## config.mk

```make
export PLATFORM = sky130hd
export DESIGN_NAME = hex_ascii_serializer_flat
export DESIGN_NICKNAME = d
export VERILOG_FILES = /design/src/rtl/hex_ascii_serializer_pkg.sv /design/src/rtl/hex_ascii_serializer_if.sv /design/src/rtl/hex_ascii_serializer_nibble.sv /design/src/rtl/hex_ascii_serializer.sv /design/src/flat_wrapper.sv
export SDC_FILE = /design/constraint.sdc
export NUM_CORES = 1
export LEC_CHECK = 0
export BUFFER_PORTS_ARGS = -buffer_cell sky130_fd_sc_hd__buf_2
export CAP_MARGIN = 20
export CELL_PAD_IN_SITES_DETAIL_PLACEMENT = 1
export CELL_PAD_IN_SITES_GLOBAL_PLACEMENT = 1
export CORE_UTILIZATION = 39
export DETAILED_ROUTE_END_ITERATION = 16
export MAX_ROUTING_LAYER = met4
export PLACE_DENSITY = 0.78
export SLEW_MARGIN = 20
export SYNTH_ARGS = -nofsm -noshare
export SYNTH_HDL_FRONTEND = slang
export SYNTH_SLANG_ARGS = --single-unit
```

## constraint.sdc

```tcl
create_clock -name clk -period 2.5 [get_ports clk]
set_input_delay 0.5 -clock clk [delete_from_list [all_inputs] [get_ports clk]]
set_output_delay 0.5 -clock clk [all_outputs]
set_load 0.02 [all_outputs]
```

## src/rtl/hex_ascii_serializer_pkg.sv

```systemverilog
// Shared types and helpers for the hex ASCII serializer.
//   ser_state_t      serializer FSM state encoding
//   CHR_*            ASCII codes used for framing and digits
//   nibble_to_ascii  4-bit value -> ASCII hex digit, upper or lower case
package uart_mon_pkg;

  typedef enum logic [2:0] {
    IDLE  = 3'd0,
    PFX0  = 3'd1,
    PFX1  = 3'd2,
    DIGIT = 3'd3,
    TERM0 = 3'd4,
    TERM1 = 3'd5
  } ser_state_t;

  localparam logic [7:0] CHR_0    = 8'h30;
  localparam logic [7:0] CHR_X    = 8'h78;
  localparam logic [7:0] CHR_CR   = 8'h0D;
  localparam logic [7:0] CHR_LF   = 8'h0A;
  localparam logic [7:0] CHR_SP   = 8'h20;
  localparam logic [7:0] CHR_A_UP = 8'h41;
  localparam logic [7:0] CHR_A_LO = 8'h61;

  function automatic logic [7:0] nibble_to_ascii(input logic [3:0] n, input logic lower);
    if (n < 4'd10) return CHR_0 + {4'h0, n};
    return (lower ? CHR_A_LO : CHR_A_UP) + {4'h0, n} - 8'd10;
  endfunction

endpackage

```

## src/rtl/hex_ascii_serializer_if.sv

```systemverilog
// Handshake bundle between the word source, the serializer and the UART TX.
//   in_valid/in_ready/in_data     word input handshake
//   out_valid/out_ready/out_byte  character output handshake
//   busy                          serializer is mid-word
// slave = serializer view, master = source/sink view.
interface hex_ascii_serializer_if #(
  parameter int DATA_W = 16
) ();
  logic              in_valid;
  logic              in_ready;
  logic [DATA_W-1:0] in_data;
  logic              out_valid;
  logic              out_ready;
  logic [7:0]        out_byte;
  logic              busy;

  modport slave (
    input  in_valid, in_data, out_ready,
    output in_ready, out_valid, out_byte, busy
  );

  modport master (
    output in_valid, in_data, out_ready,
    input  in_ready, out_valid, out_byte, busy
  );
endinterface

```

## src/rtl/hex_ascii_serializer_nibble.sv

```systemverilog
// Combinational nibble -> ASCII hex digit lookup.
//   nib    4-bit value
//   ascii  '0'-'9', then 'A'-'F' or 'a'-'f' depending on LOWERCASE
module hex_nibble_ascii
  import uart_mon_pkg::*;
#(
  parameter bit LOWERCASE = 1'b0
) (
  input  logic [3:0] nib,
  output logic [7:0] ascii
);
  assign ascii = nibble_to_ascii(nib, LOWERCASE);
endmodule

```

## src/rtl/hex_ascii_serializer.sv

```systemverilog
// Serializes a DATA_W-bit word as fixed-width ASCII hex, MSB digit first,
// optionally framed by a "0x" prefix and a CR LF or space terminator.
//   clk  system clock
//   rst  asynchronous active-high reset
//   bus  slave side of hex_ascii_serializer_if (word in, byte out, busy)
//
// state | meaning
// IDLE  | waiting for a word, in_ready=1
// PFX0  | presenting '0'
// PFX1  | presenting 'x'
// DIGIT | presenting nibble idx (counts NDIG-1 down to 0)
// TERM0 | presenting CR (TERM_MODE 1) or space (TERM_MODE 2)
// TERM1 | presenting LF
module hex_ascii_serializer
  import uart_mon_pkg::*;
#(
  parameter int DATA_W    = 16,
  parameter int PREFIX_EN = 0,
  parameter int TERM_MODE = 1,
  parameter int LOWERCASE = 0
) (
  input logic clk,
  input logic rst,
  hex_ascii_serializer_if.slave bus
);
  localparam int NDIG   = (DATA_W + 3) / 4;
  localparam int WORD_W = 4 * NDIG;
  localparam int IDX_W  = (NDIG > 1) ? $clog2(NDIG) : 1;

  ser_state_t        state_q, state_d;
  logic [WORD_W-1:0] word_q, word_d;
  logic [IDX_W-1:0]  idx_q, idx_d;
  logic [7:0]        byte_q, byte_d;
  logic              valid_q, valid_d;
  logic              emit;

  logic [WORD_W-1:0] in_ext;
  logic [WORD_W-1:0] nib_src;
  logic [IDX_W-1:0]  nib_idx;
  logic [3:0]        nib;
  logic [7:0]        digit_ascii;

  assign in_ext = WORD_W'(bus.in_data);

  // The converter always looks at the digit that would be presented next:
  // the top digit of the incoming word while idle, the following digit while
  // in DIGIT, otherwise the digit the counter already points at.
  assign nib_src = (state_q == IDLE) ? in_ext : word_q;
  assign nib_idx = (state_q == IDLE)  ? IDX_W'(NDIG - 1) :
                   (state_q == DIGIT) ? idx_q - 1'b1 : idx_q;
  assign nib     = 4'(nib_src >> {nib_idx, 2'b00});

  hex_nibble_ascii #(.LOWERCASE(LOWERCASE != 0)) u_nib (
    .nib   (nib),
    .ascii (digit_ascii)
  );

  always_comb begin
    state_d = state_q;
    word_d  = word_q;
    idx_d   = idx_q;
    byte_d  = byte_q;
    valid_d = valid_q;
    emit    = 1'b0;
    case (state_q)
      IDLE: begin
        if (bus.in_valid) begin
          word_d  = in_ext;
          idx_d   = IDX_W'(NDIG - 1);
          state_d = (PREFIX_EN != 0) ? PFX0 : DIGIT;
          emit    = 1'b1;
        end
      end
      default: begin
        if (valid_q && bus.out_ready) begin
          emit = 1'b1;
          case (state_q)
            PFX0:  state_d = PFX1;
            PFX1:  state_d = DIGIT;
            DIGIT: begin
              idx_d = idx_q - 1'b1;
              if (idx_q == '0) state_d = (TERM_MODE == 0) ? IDLE : TERM0;
            end
            TERM0: state_d = (TERM_MODE == 1) ? TERM1 : IDLE;
            default: state_d = IDLE;
          endcase
        end
      end
    endcase

    // Load the byte for the state being entered so it is registered with it.
    if (emit) begin
      valid_d = (state_d != IDLE);
      case (state_d)
        PFX0:    byte_d = CHR_0;
        PFX1:    byte_d = CHR_X;
        DIGIT:   byte_d = digit_ascii;
        TERM0:   byte_d = (TERM_MODE == 1) ? CHR_CR : CHR_SP;
        TERM1:   byte_d = CHR_LF;
        default: byte_d = byte_q;
      endcase
    end
  end

  always_ff @(posedge clk or posedge rst) begin
    if (rst) begin
      state_q <= IDLE;
      word_q  <= '0;
      idx_q   <= '0;
      byte_q  <= 8'h00;
      valid_q <= 1'b0;
    end else begin
      state_q <= state_d;
      word_q  <= word_d;
      idx_q   <= idx_d;
      byte_q  <= byte_d;
      valid_q <= valid_d;
    end
  end

  assign bus.in_ready  = (state_q == IDLE);
  assign bus.busy      = (state_q != IDLE);
  assign bus.out_valid = valid_q;
  assign bus.out_byte  = byte_q;

endmodule

```

## src/flat_wrapper.sv

```systemverilog
// flat-port wrapper written by rule: the top's interface ports become plain ports
module hex_ascii_serializer_flat import uart_mon_pkg::*;
#(
  parameter int DATA_W    = 16,
  parameter int PREFIX_EN = 0,
  parameter int TERM_MODE = 1,
  parameter int LOWERCASE = 0
)
  (clk, rst, bus_in_valid, bus_in_data, bus_out_ready, bus_in_ready, bus_out_valid, bus_out_byte, bus_busy);
  hex_ascii_serializer_if #(.DATA_W(DATA_W)) bus_i ();
  input logic clk;
  input logic rst;
  input wire logic [$bits(bus_i.in_valid)-1:0] bus_in_valid;
  input wire logic [$bits(bus_i.in_data)-1:0] bus_in_data;
  input wire logic [$bits(bus_i.out_ready)-1:0] bus_out_ready;
  output wire logic [$bits(bus_i.in_ready)-1:0] bus_in_ready;
  output wire logic [$bits(bus_i.out_valid)-1:0] bus_out_valid;
  output wire logic [$bits(bus_i.out_byte)-1:0] bus_out_byte;
  output wire logic [$bits(bus_i.busy)-1:0] bus_busy;
  assign bus_i.in_valid = bus_in_valid;
  assign bus_i.in_data = bus_in_data;
  assign bus_i.out_ready = bus_out_ready;
  assign bus_in_ready = bus_i.in_ready;
  assign bus_out_valid = bus_i.out_valid;
  assign bus_out_byte = bus_i.out_byte;
  assign bus_busy = bus_i.busy;
  hex_ascii_serializer #(.DATA_W(DATA_W), .PREFIX_EN(PREFIX_EN), .TERM_MODE(TERM_MODE), .LOWERCASE(LOWERCASE)) u_core (.clk(clk), .rst(rst), .bus(bus_i));
endmodule
```

==> impl_metrics.toml, run 1 <==
[run]
max_cap_viol_count = 0

[routing]
wl_per_cell_um = 18.5
finalWirelength_um = 5010
vias = 1441
drt_iter0_drc = 22
vias_per_cell = 5.32
first_pass_iters = 4
ant_nets = 0
drc = 0

[placed_design]
dp_hpwl_um = 3180
placed_cells = 241
portBuffers = 29
gp_congestion = 0.781
dp_slack_ps = -79.5
post_dp_cell_area_um2 = 2050

[final_layout]
drive_gt1_frac = 0.536
multiInputGateArea_um2 = 1010
area_growth_pct = 39.1
fillerInstances = 458
regArea_um2 = 726
final_nets = 241
stdcell_count = 271
fin_area_um2 = 2370

[clock_tree]
cts_root_buf = "clkbuf_8"
clkTransAtPathRegs_ps = 70
cts_inserted_buffers = 5
h-tree-depth = 2
insertion_delay_ps = 290
clock_sinks = 29
cts_tree = "done"
ctsLongestPathBuffers = 2
ctsHoldBuffers = 0

[synthesis]
ys_ff_latch = 29
syn_avg_cell_area_um2 = 11.4
synth.distinct_cells = 44
synth_area_um2 = 1700
async_reset_ff_frac = 1.00
yosys_most_used_dff = "dfrtp_1"
synth_most_common_cell = "dfrtp_1"
synth_common_cells = "dfrtp_1 (29), mux2_2 (20), mux2i_1 (13)"
synth_top_area_share = 0.426
ys_warn_count = 0
netlist_instances = 150
synth_area_leader_cell = "dfrtp_1"
synth_edf_count = 0
ys_seq_area_frac = 0.426
synthTopCellsByArea = "dfrtp_1 (43%), mux2_2 (13%), mux2i_1 (7.6%)"
synth_nets = 172

[sta]
setup_ws_ps = -144
slew_viol_final = 0
fin_crit_ps = 2640
post-route-period-util = 1.06
hold_viol = 0
setup_viol = 4
finClkSkew_ps = 13.4
slew_headroom = 0.605
fmax_ghz = 0.378
tns_ps = -286
rsz0062_at_grt = "true"
worst_slew_pin_slew_ps = 587

[grt]
met1_usage = 0.263
gr-max-usage-layer = "met2"
antenna_found_initial = 0
grt_pass1_wl_um = 7910
grt_pass1_vias = 1604
grt-ovfl-total = 0
grt_start_max_net_pins = 30
use_met2 = 0.435
track_usage = 0.252
met3_usage = 0.0700

[power]
p_leak_nw = 1.08
ir_drop_uv = 721
p_total_w = 0.00441
power.density_nw_per_um2 = 1860

[worst_setup_path]
cp_max_fo = 3
worst_path_most_repeated_cell = "mux2_4"
crit_chain = "inv_2, ha_4, nand3b_1, o21ai_2, o2bb2ai_4, mux2_4, mux2_4, inv_4, ha_4, nand2_2, mux2_4, a221o_1"
start_kind = "register"
worstReg2RegEnd = "u_core.bus.out_byte[2]$_DFFE_PP0P_"
critPathCaptureType = "register"
crit_path_start = "u_core.idx_q[0]$_DFFE_PP0P_"
r2r-start = "u_core.idx_q[0]$_DFFE_PP0P_"
endpoint = "u_core.bus.out_byte[2]$_DFFE_PP0P_"
ff2ff_path_depth = 12
rrSetupSlack_ps = -140
critical_path_required_ps = 2670
timing_worst_setup_path_type = "reg2reg"
crit_arrival_ps = 2810
cp_slowest_cell = "dfrtp_1"
critPathMaxStageDelay_ps = 410

[die]
floorplan.initialDensity = 0.417
pin_count = 31
fp-row-count = 23
core_area_um2 = 4090
die_w_um = 68.1
die_area_um2 = 4640
fp.dieH_um = 68.1

[status]
status = "finished, violations left"
violations = "setup timing"

[min_path]
holdCritPathClass = "in2async"
-- worst min path at each step --
stage / slack [ps] / depth (start not counted) / endpoint
after CTS: 300 / 3 / u_core.state_q[1]$_DFF_PP0_
after global routing: 300 / 3 / u_core.state_q[1]$_DFF_PP0_
after detailed placement: 490 / 2 / u_core.bus.out_byte[4]$_DFFE_PP0P_
after global placement: 460 / 1 / u_core.bus.out_byte[5]$_DFFE_PP0P_
final: 270 / 3 / u_core.state_q[1]$_DFF_PP0_
after floorplan: 470 / 1 / u_core.word_q[8]$_DFFE_PP0P_
-- layer usage --
metal | routed length, um | vias to the layer above | share of wire
met1 | 2010 | 713 | 0.40
li1 | - | 684 | -
met2 | 2700 | 34 | 0.54
met5 | 0 | - | 0
met3 | 195 | 10 | 0.039
met4 | 95 | 0 | 0.019
-- registers in the layout, summed over array words and instances (netlist names) --
signal	flops
u_core.idx_q	2
u_core.state_q	3
u_core.bus.out_valid	1
u_core.bus.out_byte	7
u_core.word_q	16
-- through the flow --
stage | hold WS (ps) | utilization
final | 269 | 0.580
after global placement | 459 | 0.501
after floorplan | 475 | -
after global routing | 299 | 0.580
after CTS | 297 | 0.555
after detailed placement | 486 | 0.501
-- where the power goes --
part / total [W] / switching [W] / internal, W
sequential: 0.000866 / 0.000164 / 0.000701
combinational: 0.00316 / 0.00145 / 0.00171
clock: 0.000382 / 0.000185 / 0.000197
total: 0.00441 / 0.00180 / 0.00261
-- kinds of logic after synthesis --
logic type / after synthesis / share of synthesized area
mux: 39 / 0.268
simple gates: 27 / 0.0815
other cells: 1 / 0.00220
xor+xnor: 1 / 0.00514
fa+ha+maj: 2 / 0.0147
compound gates: 36 / 0.162
buf+inv: 15 / 0.0411
flops: 29 / 0.426
-- layout by cell type, fill, tap and decap left out, types with 4 or more instances in the layout --
| master | netlist | final |
|---|---|---|
| buf_4 | 1 | 34 |
| clkbuf_8 | 0 | 5 |
| nor2_1 | 7 | 7 |
| dfrtp_1 | 29 | 29 |
| mux2i_4 | 2 | 4 |
| mux2_2 | 20 | 20 |
| mux2i_1 | 13 | 11 |
| nand2_1 | 7 | 6 |
| buf_2 | 2 | 29 |
| o21ai_0 | 8 | 8 |
| buf_6 | 1 | 5 |
| mux2_4 | 3 | 4 |
| inv_1 | 8 | 7 |
-- worst max-delay path: cells and delay by family, from the launching register on --
| family | cells | cell delay, ps |
|---|---|---|
| AO/OA/AOI/OAI | 3 | 550 |
| adder cells (fa/ha/maj) | 2 | 380 |
| multiplexers | 3 | 900 |
| AND/OR/NAND/NOR | 2 | 140 |
| buffers and inverters | 2 | 140 |
| flip-flops | 1 | 410 |
-- final cells by class --
class / instances / share of cell area
multi-input combinational: 106 / 0.425
sequential: 29 / 0.306
timing repair buffer: 68 / 0.193
clock buffer: 8 / 0.0338
tap: 50 / 0.0264
inverter: 9 / 0.0153
antenna: 1 / 0.00106
-- what timing repair did --
action / 4_1_cts / 5_1_grt
resized for setup: 2 / 15
hold endpoints to repair: 0 / 0
endpoints found under the setup margin: 2 / 8
setup buffers: 18 / 5
pin swaps: 3 / 4
(Power assumes the default switching activity.)
==> run 2, diff against run 1 <==
--- a/config.mk
+++ b/config.mk
@@ -11,6 +11,7 @@
 export CELL_PAD_IN_SITES_GLOBAL_PLACEMENT = 1
-export CORE_UTILIZATION = 39
+export CORE_UTILIZATION = 40
 export DETAILED_ROUTE_END_ITERATION = 16
+export HOLD_SLACK_MARGIN = 0.12
 export MAX_ROUTING_LAYER = met4
-export PLACE_DENSITY = 0.78
+export PLACE_DENSITY = 0.77
 export SLEW_MARGIN = 20
==> constraint.sdc (replaced) <==
create_clock -name clk -period 2.44 [get_ports clk]
set_input_delay 0 -clock clk [delete_from_list [all_inputs] [get_ports clk]]
set_output_delay 0 -clock clk [all_outputs]
set_load 0.02 [all_outputs]
==> impl_metrics.toml, run 2 (synthesis gave the netlist of run 1 again) <==
[status]
status = "finished, violations left"
violations = "setup timing"

[final_layout]
n_antenna_cell = 0
drive_gt1_frac = 0.469
regMostFlops = "u_core.word_q"
stdcell_count = 274
final_nets = 245
layout_common_cells = "buf_2 (29), dfrtp_1 (29), buf_4 (24)"
largest_reg_flops = 16
area_growth_pct = 40.9

[clock_tree]
h-tree-depth = 2
clkTransAtPathRegs_ps = 70
cts_tree = "done"
insertion_delay_ps = 290
clock_sinks = 29
cts_root_buf = "clkbuf_8"
cts_inserted_buffers = 5
ctsLongestPathBuffers = 2

[grt]
grt-ovfl-total = 0
grt_start_max_net_pins = 30
track_usage = 0.266
grt_pass1_wl_um = 8230
grt_pass1_vias = 1659
antenna_found_initial = 0

[sta]
post-route-period-util = 1.09
slew_headroom = 0.591
setup_ws_ps = -211
fin_crit_ps = 2650
tns_ps = -813
worst_slew_pin_slew_ps = 612
rsz0062_at_grt = "true"
setup_viol = 7
fmax_ghz = 0.377
finClkSkew_ps = 10.0
slew_viol_final = 0
hold_viol = 0

[die]
pin_count = 31
die_area_um2 = 4530
fp.dieH_um = 67.3
core_area_um2 = 4060
floorplan.initialDensity = 0.420
die_w_um = 67.3
fp-row-count = 23

[worst_setup_path]
cp_slowest_cell = "dfrtp_1"
worst_path_most_repeated_cell = "mux2_4"
start_kind = "register"
critPathCaptureType = "register"
timing_worst_setup_path_type = "reg2reg"
critical_path_required_ps = 2620
crit_chain = "nor3_4, mux2_2, mux2_4, mux2_4, inv_4, ha_4, nand2_2, mux2_4, a221o_1"
cp_max_fo = 6
critPathMaxStageDelay_ps = 480
crit_arrival_ps = 2830

[routing]
finalWirelength_um = 5060
drt_iter0_drc = 38
vias = 1460
wl_per_cell_um = 18.5
first_pass_iters = 4
drc = 0
ant_nets = 0
vias_per_cell = 5.33

[min_path]
holdCritPathClass = "in2reg"

[power]
ir_drop_uv = 764
power.density_nw_per_um2 = 1790
p_total_w = 0.00429
p_leak_nw = 1.08

[placed_design]
placed_cells = 244
portBuffers = 29
dp_hpwl_um = 3150
gp_congestion = 0.818

[run]
max_cap_viol_count = 0
## run 2: cell count changes in the layout (fill, tap and decap cells not counted), moves of 2 or more
cell | before | now
clkbuf_1 | 3 | 1
clkinv_2 | 0 | 2
mux2i_1 | 11 | 13
dlygate4sd3_1 | 0 | 17
mux2i_4 | 4 | 2
buf_4 | 34 | 24
buf_6 | 5 | 2
## run 2: layer usage
| metal | wire, um | vias up | global-route usage |
|---|---|---|---|
| li1 | - | 688 | - |
| met1 | 1940 | 719 | 0.267 |
| met2 | 2820 | 37 | 0.470 |
| met3 | 148 | 16 | 0.0760 |
| met4 | 154 | 0 | 0.130 |
| met5 | 0 | - | - |
## run 2: what timing repair did
item | 4_1_cts | 5_1_grt
resized for setup | 6 | 3
setup endpoints to repair | 6 | 7
pin swaps | 6 | 3
hold endpoints to repair | 45 | 0
hold buffers | 17 | 0
setup buffers | 3 | 2
## run 2: layout make-up
class / count / area (um^2)
clock buffer: 6 / 72.6
clock inverter: 2 / 10.0
fill: 441 / 1660
inverter: 9 / 36.3
multi-input combinational: 106 / 976
sequential: 29 / 726
tap: 50 / 62.6
timing repair buffer: 72 / 518
## run 2: path summary, 6_finish.rpt
kind / from / to / slack (ps) / cells past startpoint
worst max-delay path: u_core.state_q[1]$_DFF_PP0_ / u_core.bus.out_byte[2]$_DFFE_PP0P_ / -210 / 9
worst min-delay path: bus_out_ready / u_core.state_q[1]$_DFF_PP0_ / 140 / 4
worst max register to register: u_core.state_q[1]$_DFF_PP0_ / u_core.bus.out_byte[2]$_DFFE_PP0P_ / -210 / 9
worst min register to register: u_core.bus.out_byte[4]$_DFFE_PP0P_ / u_core.bus.out_byte[4]$_DFFE_PP0P_ / 500 / 2
max in group asynchronous: rst / u_core.word_q[5]$_DFFE_PP0P_ / 1700 / 3
min in group asynchronous: rst / u_core.bus.out_valid$_DFFE_PP0P_ / 330 / 3
## run 2: where the power goes
group          internal, W  total, W  switching [W]
logic              0.00157   0.00300        0.00144
clock network     0.000197  0.000394       0.000197
registers         0.000718  0.000888       0.000170
## run 2: worst max-delay path, delay by kind of cell, from the launching register on
kind | cells | cell delay (ps)
mux | 4 | 1230
fa+ha+maj | 1 | 130
simple gates | 2 | 360
buf+inv | 1 | 70
compound gates | 1 | 280
flops | 1 | 480
## run 2: through the flow
stage,cell area [um^2],util,hold slack [ps],setup WS [ps]
after detailed placement,2070,0.510,239,-157
final,2400,0.592,143,-211
after global placement,2070,0.510,233,-68.3
after floorplan,1740,-,78.1,-197
after global routing,2400,0.592,158,-296
after CTS,2360,0.582,129,-156
